File: src/rtl/accl_pair_sequencer_if.sv
// ---------------------------------------------------------------------------
// accl_pair_sequencer_if
// Control and data bundle between the nbody top-level FSM, the body RAMs,
// the getAccl pipeline, the velocity accumulator and accl_pair_sequencer.
//   start/abort/num_bodies : pass control from the top-level FSM
//   rd_addr_i/rd_addr_j    : body RAM read addresses, qualified by issue_valid
//   acc_*                  : tag aligned with getAccl ax/ay, qualified by acc_valid
//   busy/done              : pass status back to the top-level FSM
// master = top-level controller side, slave = sequencer side.
// ---------------------------------------------------------------------------
interface accl_pair_sequencer_if #(
  parameter int BODY_ADDR_WIDTH = 9
);
  logic                       start;
  logic                       abort;
  logic [BODY_ADDR_WIDTH:0]   num_bodies;
  logic [BODY_ADDR_WIDTH-1:0] rd_addr_i;
  logic [BODY_ADDR_WIDTH-1:0] rd_addr_j;
  logic                       issue_valid;
  logic                       acc_valid;
  logic [BODY_ADDR_WIDTH-1:0] acc_i;
  logic                       acc_self;
  logic                       acc_first;
  logic                       acc_last;
  logic                       busy;
  logic                       done;

  modport master (
    output start, abort, num_bodies,
    input  rd_addr_i, rd_addr_j, issue_valid,
    input  acc_valid, acc_i, acc_self, acc_first, acc_last,
    input  busy, done
  );

  modport slave (
    input  start, abort, num_bodies,
    output rd_addr_i, rd_addr_j, issue_valid,
    output acc_valid, acc_i, acc_self, acc_first, acc_last,
    output busy, done
  );
endinterface

File: src/rtl/accl_pair_sequencer.sv
// ---------------------------------------------------------------------------
// accl_pair_sequencer
// Walks all n*n (i, j) body pairs for the acceleration phase, one pair per
// cycle, and carries a {valid, i, self, first, last} tag through a delay line
// of PIPE_LAT stages so it lines up with the ax/ay produced by getAccl.
// Ports:
//   clk  : clock
//   rst  : synchronous reset, active-low
//   bus  : accl_pair_sequencer_if.slave (start/abort/num_bodies in;
//          read addresses, aligned tag and busy/done out)
// ---------------------------------------------------------------------------
module accl_pair_sequencer #(
  parameter int BODIES          = 512,
  parameter int BODY_ADDR_WIDTH = $clog2(BODIES),
  parameter int PIPE_LAT        = 60
) (
  input  logic                clk,
  input  logic                rst,
  accl_pair_sequencer_if.slave bus
);

  // Counters carry one extra bit so n == BODIES is representable.
  localparam int            CW       = BODY_ADDR_WIDTH + 1;
  localparam logic [CW-1:0] BODIES_C = CW'(BODIES);
  localparam logic [CW-1:0] ONE_C    = {{(CW-1){1'b0}}, 1'b1};
  localparam logic [CW-1:0] ZERO_C   = {CW{1'b0}};

  typedef enum logic [1:0] {
    ST_IDLE   = 2'd0,
    ST_ISSUE  = 2'd1,
    ST_DRAIN  = 2'd2,
    ST_FINISH = 2'd3
  } state_t;

  typedef struct packed {
    logic                       valid;
    logic [BODY_ADDR_WIDTH-1:0] idx;
    logic                       self_pair;
    logic                       first;
    logic                       last;
  } tag_t;

  localparam tag_t TAG_EMPTY = '{
    valid:     1'b0,
    idx:       {BODY_ADDR_WIDTH{1'b0}},
    self_pair: 1'b0,
    first:     1'b0,
    last:      1'b0
  };

  state_t        state_r, state_s;
  logic [CW-1:0] n_r, n_s, n_clamp_s, n_m1_s;
  logic [CW-1:0] cnt_i_r, cnt_i_s, cnt_j_r, cnt_j_s;
  logic          issue_valid_r, busy_r, done_r;
  logic          line_busy_s;
  tag_t          tag_in_s;
  tag_t          pipe_r [PIPE_LAT];

  assign n_m1_s = n_r - ONE_C;

  // Clamp the requested body count to the RAM capacity.
  always_comb begin
    n_clamp_s = bus.num_bodies;
    if (bus.num_bodies > BODIES_C) begin
      n_clamp_s = BODIES_C;
    end else begin
      n_clamp_s = bus.num_bodies;
    end
  end

  // Build the tag for the pair currently presented on the read addresses.
  always_comb begin
    tag_in_s = TAG_EMPTY;
    if (issue_valid_r) begin
      tag_in_s.valid     = 1'b1;
      tag_in_s.idx       = cnt_i_r[BODY_ADDR_WIDTH-1:0];
      tag_in_s.self_pair = (cnt_i_r == cnt_j_r);
      tag_in_s.first     = (cnt_j_r == ZERO_C);
      tag_in_s.last      = (cnt_j_r == n_m1_s);
    end else begin
      tag_in_s = TAG_EMPTY;
    end
  end

  // Something is still in flight after the next edge: the live issue slot or
  // any stage except the last (the last one retires on this edge).
  always_comb begin
    line_busy_s = issue_valid_r;
    for (int k = 0; k < PIPE_LAT - 1; k++) begin
      line_busy_s = line_busy_s | pipe_r[k].valid;
    end
  end

  // Next-state and pair-counter logic.
  always_comb begin
    state_s = state_r;
    n_s     = n_r;
    cnt_i_s = cnt_i_r;
    cnt_j_s = cnt_j_r;
    case (state_r)
      ST_IDLE: begin
        if (bus.abort) begin
          state_s = ST_IDLE;
        end else if (bus.start) begin
          n_s     = n_clamp_s;
          cnt_i_s = ZERO_C;
          cnt_j_s = ZERO_C;
          // An empty pass takes one DRAIN cycle (nothing in flight) so busy
          // is visible for a cycle before the done pulse.
          if (n_clamp_s == ZERO_C) begin
            state_s = ST_DRAIN;
          end else begin
            state_s = ST_ISSUE;
          end
        end else begin
          state_s = ST_IDLE;
        end
      end
      ST_ISSUE: begin
        if (bus.abort) begin
          state_s = ST_IDLE;
          cnt_i_s = ZERO_C;
          cnt_j_s = ZERO_C;
        end else if (cnt_j_r == n_m1_s) begin
          cnt_j_s = ZERO_C;
          if (cnt_i_r == n_m1_s) begin
            state_s = ST_DRAIN;
            cnt_i_s = ZERO_C;
          end else begin
            cnt_i_s = cnt_i_r + ONE_C;
          end
        end else begin
          cnt_j_s = cnt_j_r + ONE_C;
        end
      end
      ST_DRAIN: begin
        if (bus.abort) begin
          state_s = ST_IDLE;
        end else if (!line_busy_s) begin
          state_s = ST_FINISH;
        end else begin
          state_s = ST_DRAIN;
        end
      end
      ST_FINISH: begin
        state_s = ST_IDLE;
      end
      default: begin
        state_s = ST_IDLE;
        cnt_i_s = ZERO_C;
        cnt_j_s = ZERO_C;
      end
    endcase
  end

  // State, counters and status outputs, all registered from the next state.
  always_ff @(posedge clk) begin
    if (!rst) begin
      state_r       <= ST_IDLE;
      n_r           <= ZERO_C;
      cnt_i_r       <= ZERO_C;
      cnt_j_r       <= ZERO_C;
      issue_valid_r <= 1'b0;
      busy_r        <= 1'b0;
      done_r        <= 1'b0;
    end else begin
      state_r       <= state_s;
      n_r           <= n_s;
      cnt_i_r       <= cnt_i_s;
      cnt_j_r       <= cnt_j_s;
      issue_valid_r <= (state_s == ST_ISSUE);
      busy_r        <= (state_s == ST_ISSUE) || (state_s == ST_DRAIN);
      done_r        <= (state_s == ST_FINISH);
    end
  end

  // Tag delay line: the last stage drives acc_* directly, so a tag presented
  // with an issue appears there PIPE_LAT cycles later.
  always_ff @(posedge clk) begin
    if (!rst) begin
      for (int k = 0; k < PIPE_LAT; k++) begin
        pipe_r[k] <= TAG_EMPTY;
      end
    end else if (bus.abort && (state_r != ST_IDLE)) begin
      for (int k = 0; k < PIPE_LAT; k++) begin
        pipe_r[k] <= TAG_EMPTY;
      end
    end else begin
      pipe_r[0] <= tag_in_s;
      for (int k = 1; k < PIPE_LAT; k++) begin
        pipe_r[k] <= pipe_r[k-1];
      end
    end
  end

  assign bus.rd_addr_i   = cnt_i_r[BODY_ADDR_WIDTH-1:0];
  assign bus.rd_addr_j   = cnt_j_r[BODY_ADDR_WIDTH-1:0];
  assign bus.issue_valid = issue_valid_r;
  assign bus.acc_valid   = pipe_r[PIPE_LAT-1].valid;
  assign bus.acc_i       = pipe_r[PIPE_LAT-1].idx;
  assign bus.acc_self    = pipe_r[PIPE_LAT-1].self_pair;
  assign bus.acc_first   = pipe_r[PIPE_LAT-1].first;
  assign bus.acc_last    = pipe_r[PIPE_LAT-1].last;
  assign bus.busy        = busy_r;
  assign bus.done        = done_r;

endmodule

File: src/flat_wrapper.sv
// flat-port wrapper written by rule: the top's interface ports become plain ports
module accl_pair_sequencer_flat 
#(
  parameter int BODIES          = 512,
  parameter int BODY_ADDR_WIDTH = $clog2(BODIES),
  parameter int PIPE_LAT        = 60
)
  (clk, rst, bus_start, bus_abort, bus_num_bodies, bus_rd_addr_i, bus_rd_addr_j, bus_issue_valid, bus_acc_valid, bus_acc_i, bus_acc_self, bus_acc_first, bus_acc_last, bus_busy, bus_done);
  accl_pair_sequencer_if #(.BODY_ADDR_WIDTH(BODY_ADDR_WIDTH)) bus_i ();
  input  logic clk;
  input  logic rst;
  input wire logic [$bits(bus_i.start)-1:0] bus_start;
  input wire logic [$bits(bus_i.abort)-1:0] bus_abort;
  input wire logic [$bits(bus_i.num_bodies)-1:0] bus_num_bodies;
  output wire logic [$bits(bus_i.rd_addr_i)-1:0] bus_rd_addr_i;
  output wire logic [$bits(bus_i.rd_addr_j)-1:0] bus_rd_addr_j;
  output wire logic [$bits(bus_i.issue_valid)-1:0] bus_issue_valid;
  output wire logic [$bits(bus_i.acc_valid)-1:0] bus_acc_valid;
  output wire logic [$bits(bus_i.acc_i)-1:0] bus_acc_i;
  output wire logic [$bits(bus_i.acc_self)-1:0] bus_acc_self;
  output wire logic [$bits(bus_i.acc_first)-1:0] bus_acc_first;
  output wire logic [$bits(bus_i.acc_last)-1:0] bus_acc_last;
  output wire logic [$bits(bus_i.busy)-1:0] bus_busy;
  output wire logic [$bits(bus_i.done)-1:0] bus_done;
  assign bus_i.start = bus_start;
  assign bus_i.abort = bus_abort;
  assign bus_i.num_bodies = bus_num_bodies;
  assign bus_rd_addr_i = bus_i.rd_addr_i;
  assign bus_rd_addr_j = bus_i.rd_addr_j;
  assign bus_issue_valid = bus_i.issue_valid;
  assign bus_acc_valid = bus_i.acc_valid;
  assign bus_acc_i = bus_i.acc_i;
  assign bus_acc_self = bus_i.acc_self;
  assign bus_acc_first = bus_i.acc_first;
  assign bus_acc_last = bus_i.acc_last;
  assign bus_busy = bus_i.busy;
  assign bus_done = bus_i.done;
  accl_pair_sequencer #(.BODIES(BODIES), .BODY_ADDR_WIDTH(BODY_ADDR_WIDTH), .PIPE_LAT(PIPE_LAT)) u_core (.clk(clk), .rst(rst), .bus(bus_i));
endmodule
File: config.mk
export PLATFORM = sky130hd
export DESIGN_NAME = accl_pair_sequencer_flat
export DESIGN_NICKNAME = d
export VERILOG_FILES = /design/src/rtl/accl_pair_sequencer_if.sv /design/src/rtl/accl_pair_sequencer.sv /design/src/flat_wrapper.sv
export SDC_FILE = /design/constraint.sdc
export NUM_CORES = 1
export LEC_CHECK = 0
export CORE_MARGIN = 2
export CORE_UTILIZATION = 50
export CTS_CLUSTER_SIZE = 30
export DETAILED_ROUTE_END_ITERATION = 8
export GPL_ROUTABILITY_DRIVEN = 0
export GPL_TIMING_DRIVEN = 1
export PLACE_DENSITY = 0.66
export SETUP_SLACK_MARGIN = 0.15
export SYNTH_ARGS = -nofsm -noshare
export SYNTH_HDL_FRONTEND = slang
export SYNTH_SLANG_ARGS = --single-unit
File: constraint.sdc
create_clock -name clk -period 10.8 [get_ports clk]
set_input_delay 2.16 -clock clk [delete_from_list [all_inputs] [get_ports clk]]
set_output_delay 2.16 -clock clk [all_outputs]
set_load 0.01 [all_outputs]
==> impl_results.md <==
* Status: complete, no violations
* Clock period minus worst slack at 4470 ps
* Hold bufs inserted after CTS at 0
* Post-route setup slack at 6330 ps
* Inserted Clock Buffers at 84
* Pre-CTS setup slack at 5720 ps
* Dominant synthesized flop cell: edfxtp_1
* Synth top area share at 72.8%
* Area leader, netlist: edfxtp_1
* Slew @ Worst Pin at 1080 ps
* Post-synth EDFFs at around 770
* Final Max Tran Viols at 0
* Layout cells sized above 1 at under 10%
* CTS sink cnt at 815
* Slew HR at 27.9%
* Core Region at approximately 63000 um2
* Height of the die at 256 um
* Worst IR drop on VDD at about 0.00013 V
* Yosys warnings at 0
* Detailed Place HPWL at 25900 um
* CP required at 11270 ps
* PwrDens at about 180 nW/um2
* Antenna violations before repair at 0
* Total grt overflow at 0
* Final setup fails at 0
* Area Growth Syn to Fin at 19.8%
* CTS tree: built
* Final ANT Viol Nets at 0
* Final Hold Fails at 0
* Drt total wl at 47100 um
* Crit. End Element: flip-flop
* Vias per cell at 4.67
* Final core occ at 60.3%
* Critical Path Start Type: input pin
* Commonest non-fill, non-tap cell in the layout: and3_1
* Max stage delay on crit path at 950 ps
* Max cap viols at 0
* Pre-Repair DR Iteration Count at 5
* H-tree depth at 3
* Die X at 256 um
* RSZ-0062 raised after global routing: no
* Vias post-DR at 17200
* Routed len/inst at 12.8 um
* Initial Utilization at between 50% and 60%
* Arrival time of the worst setup path at between 4000 and 5000 ps
* Vias in the first global route at 17000
* Sequential area share after synthesis at 75.8%
* Drc violations at 0
* Clk slew on worst S/H paths at 60 ps
* Yosys reg bits at between 800 and 900
* Root buffer cell: clkbuf_16
* Fin crit share at 41.4%
* Crit-path cells: clkdlybuf4s50_1 > o21ai_4 > buf_4 > buf_4 > and3_1
* Post_cts resized at 0
* Distinct cells, synth at between 50 and 60
* Top Ports at 48
* # port buffers at 47
* CP bufs+invs at 3
* F_max at 223 MHz
* Die ar. at approximately 65000 um2
* Synth area leaders: edfxtp_1 (73%), and3_1 (15%), dfxtp_1 (3.0%), clkbuf_1 (2.3%), buf_4 (0.64%)
* Syn Area/Cell at roughly 15 um2
* DR iter-0 viols at approximately 1400
* Layout Nets at about 2800
* All-layer global routing usage at roughly 15%
* Critical-path top delay cell: buf_4
* Number of diodes at 0
* Flop2flop setup slack at 6750 ps
* Leak at between 15 and 20 nW
* First-pass GRT wire length at 80500 um
* Post-CTS Setup Bufs at 0
* Mapped Cells at 2094
* Largest net degree at the start of global routing at 258
* Maximum clock insertion buffer count at 3
* Max Clock Skew at 14.7 ps
* Setup TNS at 0 ps
* Post-Syn Area at 31600 um2
* Worst-Skew Late Latency at 620 ps
* Most frequent cells in the layout: and3_1 (784), edfxtp_1 (767), conb_1 (767), clkbuf_16 (86), dfxtp_1 (48)
* Crit path kind: in2reg
* Crit path max-delay family: buffers and inverters
* Crit-path most repeated cell: buf_4
* HP Class: reg2reg
* Asr flop ratio synth at 0%
* Rows at 92
* Worst-path fanout max at 145
cell usage after synthesis, drive strengths merged, types with 2 or more instances:
| library cell | count |
|---|---|
| a22o | 2 |
| a21oi | 13 |
| nor2b | 10 |
| a21o | 5 |
| nand2b | 7 |
| o21ai | 7 |
| nor2 | 29 |
| dfxtp | 48 |
| o31ai | 8 |
| a211oi | 4 |
| o21a | 4 |
| or4b | 2 |
| nor3b | 15 |
| nand4b | 2 |
| or4 | 3 |
| o211ai | 3 |
| and3 | 784 |
| xor2 | 17 |
| nand3 | 11 |
| a31oi | 2 |
| nand2 | 14 |
| or3 | 7 |
| clkbuf | 198 |
| edfxtp | 767 |
| buf | 30 |
| or2 | 4 |
| a221o | 2 |
| and2 | 7 |
| nor4 | 21 |
| xnor2 | 19 |
| nand4 | 12 |
| ha | 6 |
| a21boi | 3 |
| o31a | 2 |
| inv | 7 |
| nor3 | 6 |
layer usage:
layer	vias up	GRT usage (%)	share of wire, %
met5	-	0	0
met4	0	5.60	2.4
met3	75	2.81	3.9
met2	226	23.2	47
met1	8405	20.1	47
li1	8535	-	-
final timing paths:
path                                          start  cells past startpoint               endpoint
worst min register to register  u_core.pipe_r[0][6]                      1   u_core.pipe_r[0][19]
worst max-delay path                      bus_abort                      5  u_core.pipe_r[0][192]
worst max register to register        u_core.n_r[0]                     11        u_core.bus.busy
worst min-delay path            u_core.pipe_r[0][6]                      1   u_core.pipe_r[0][19]
worst reg2reg max path: stages, from the launching register on:
cell     delay (ps)
dfxtp_1         390
inv_1           110
ha_1            340
or4b_1          600
or4b_1          550
and3_1          180
o31a_1          320
or3_4           420
o21a_1          190
or3_1           370
ha_1            310
and2_1          170
registers in the layout (all words and copies together) (netlist names):
| name | count |
|---|---|
| u_core.n_r | 10 |
| u_core.cnt_i_r | 10 |
| u_core.cnt_j_r | 10 |
| u_core.state_r | 2 |
| u_core.bus.busy | 1 |
| u_core.bus.issue_valid | 1 |
| u_core.pipe_r | 780 |
| u_core.bus.done | 1 |
stage by stage:
stage	cell area [um2]	hold slack [ps]	total power, W	cells
after floorplan	34500	504	0.00396	2860
after global placement	35200	508	0.00402	3535
after detailed placement	35200	513	0.00403	3535
after CTS	37900	516	0.00690	3691
after global routing	37900	531	0.00708	3691
final	37900	520	0.00681	3691
cell type report:
| cell class | instances | area [um2] |
|---|---|---|
| Inverter | 7 | 26.3 |
| Multi-Input combinational cell | 1810 | 9550 |
| Tap cell | 846 | 1060 |
| Sequential cell | 815 | 24000 |
| Timing Repair Buffer | 57 | 563 |
| Clock buffer | 114 | 2300 |
| Fill cell | 4931 | 24900 |
| Clock inverter | 42 | 429 |
kinds of logic after synthesis:
kind of cell	after synthesis	synth area share, %
and+or+nand+nor	937	18.3
muxes	2	0.0672
adders and majority gates	6	0.237
DFF	815	75.8
AOI/OAI and AO/OA	61	1.40
xor gates and xnor gates	37	1.07
other	1	0.0118
buffers and inverters	235	3.14
power by group:
group / internal (W) / leakage [nW] / total [W] / switching, W
logic: 0.0000991 / 7.58 / 0.000262 / 0.000163
clock network: 0.00169 / 1.34 / 0.00284 / 0.00115
registers: 0.00366 / 8.24 / 0.00371 / 0.0000468
total: 0.00545 / 17.2 / 0.00681 / 0.00136
No activity file was read; power rests on OpenSTA's default activity.
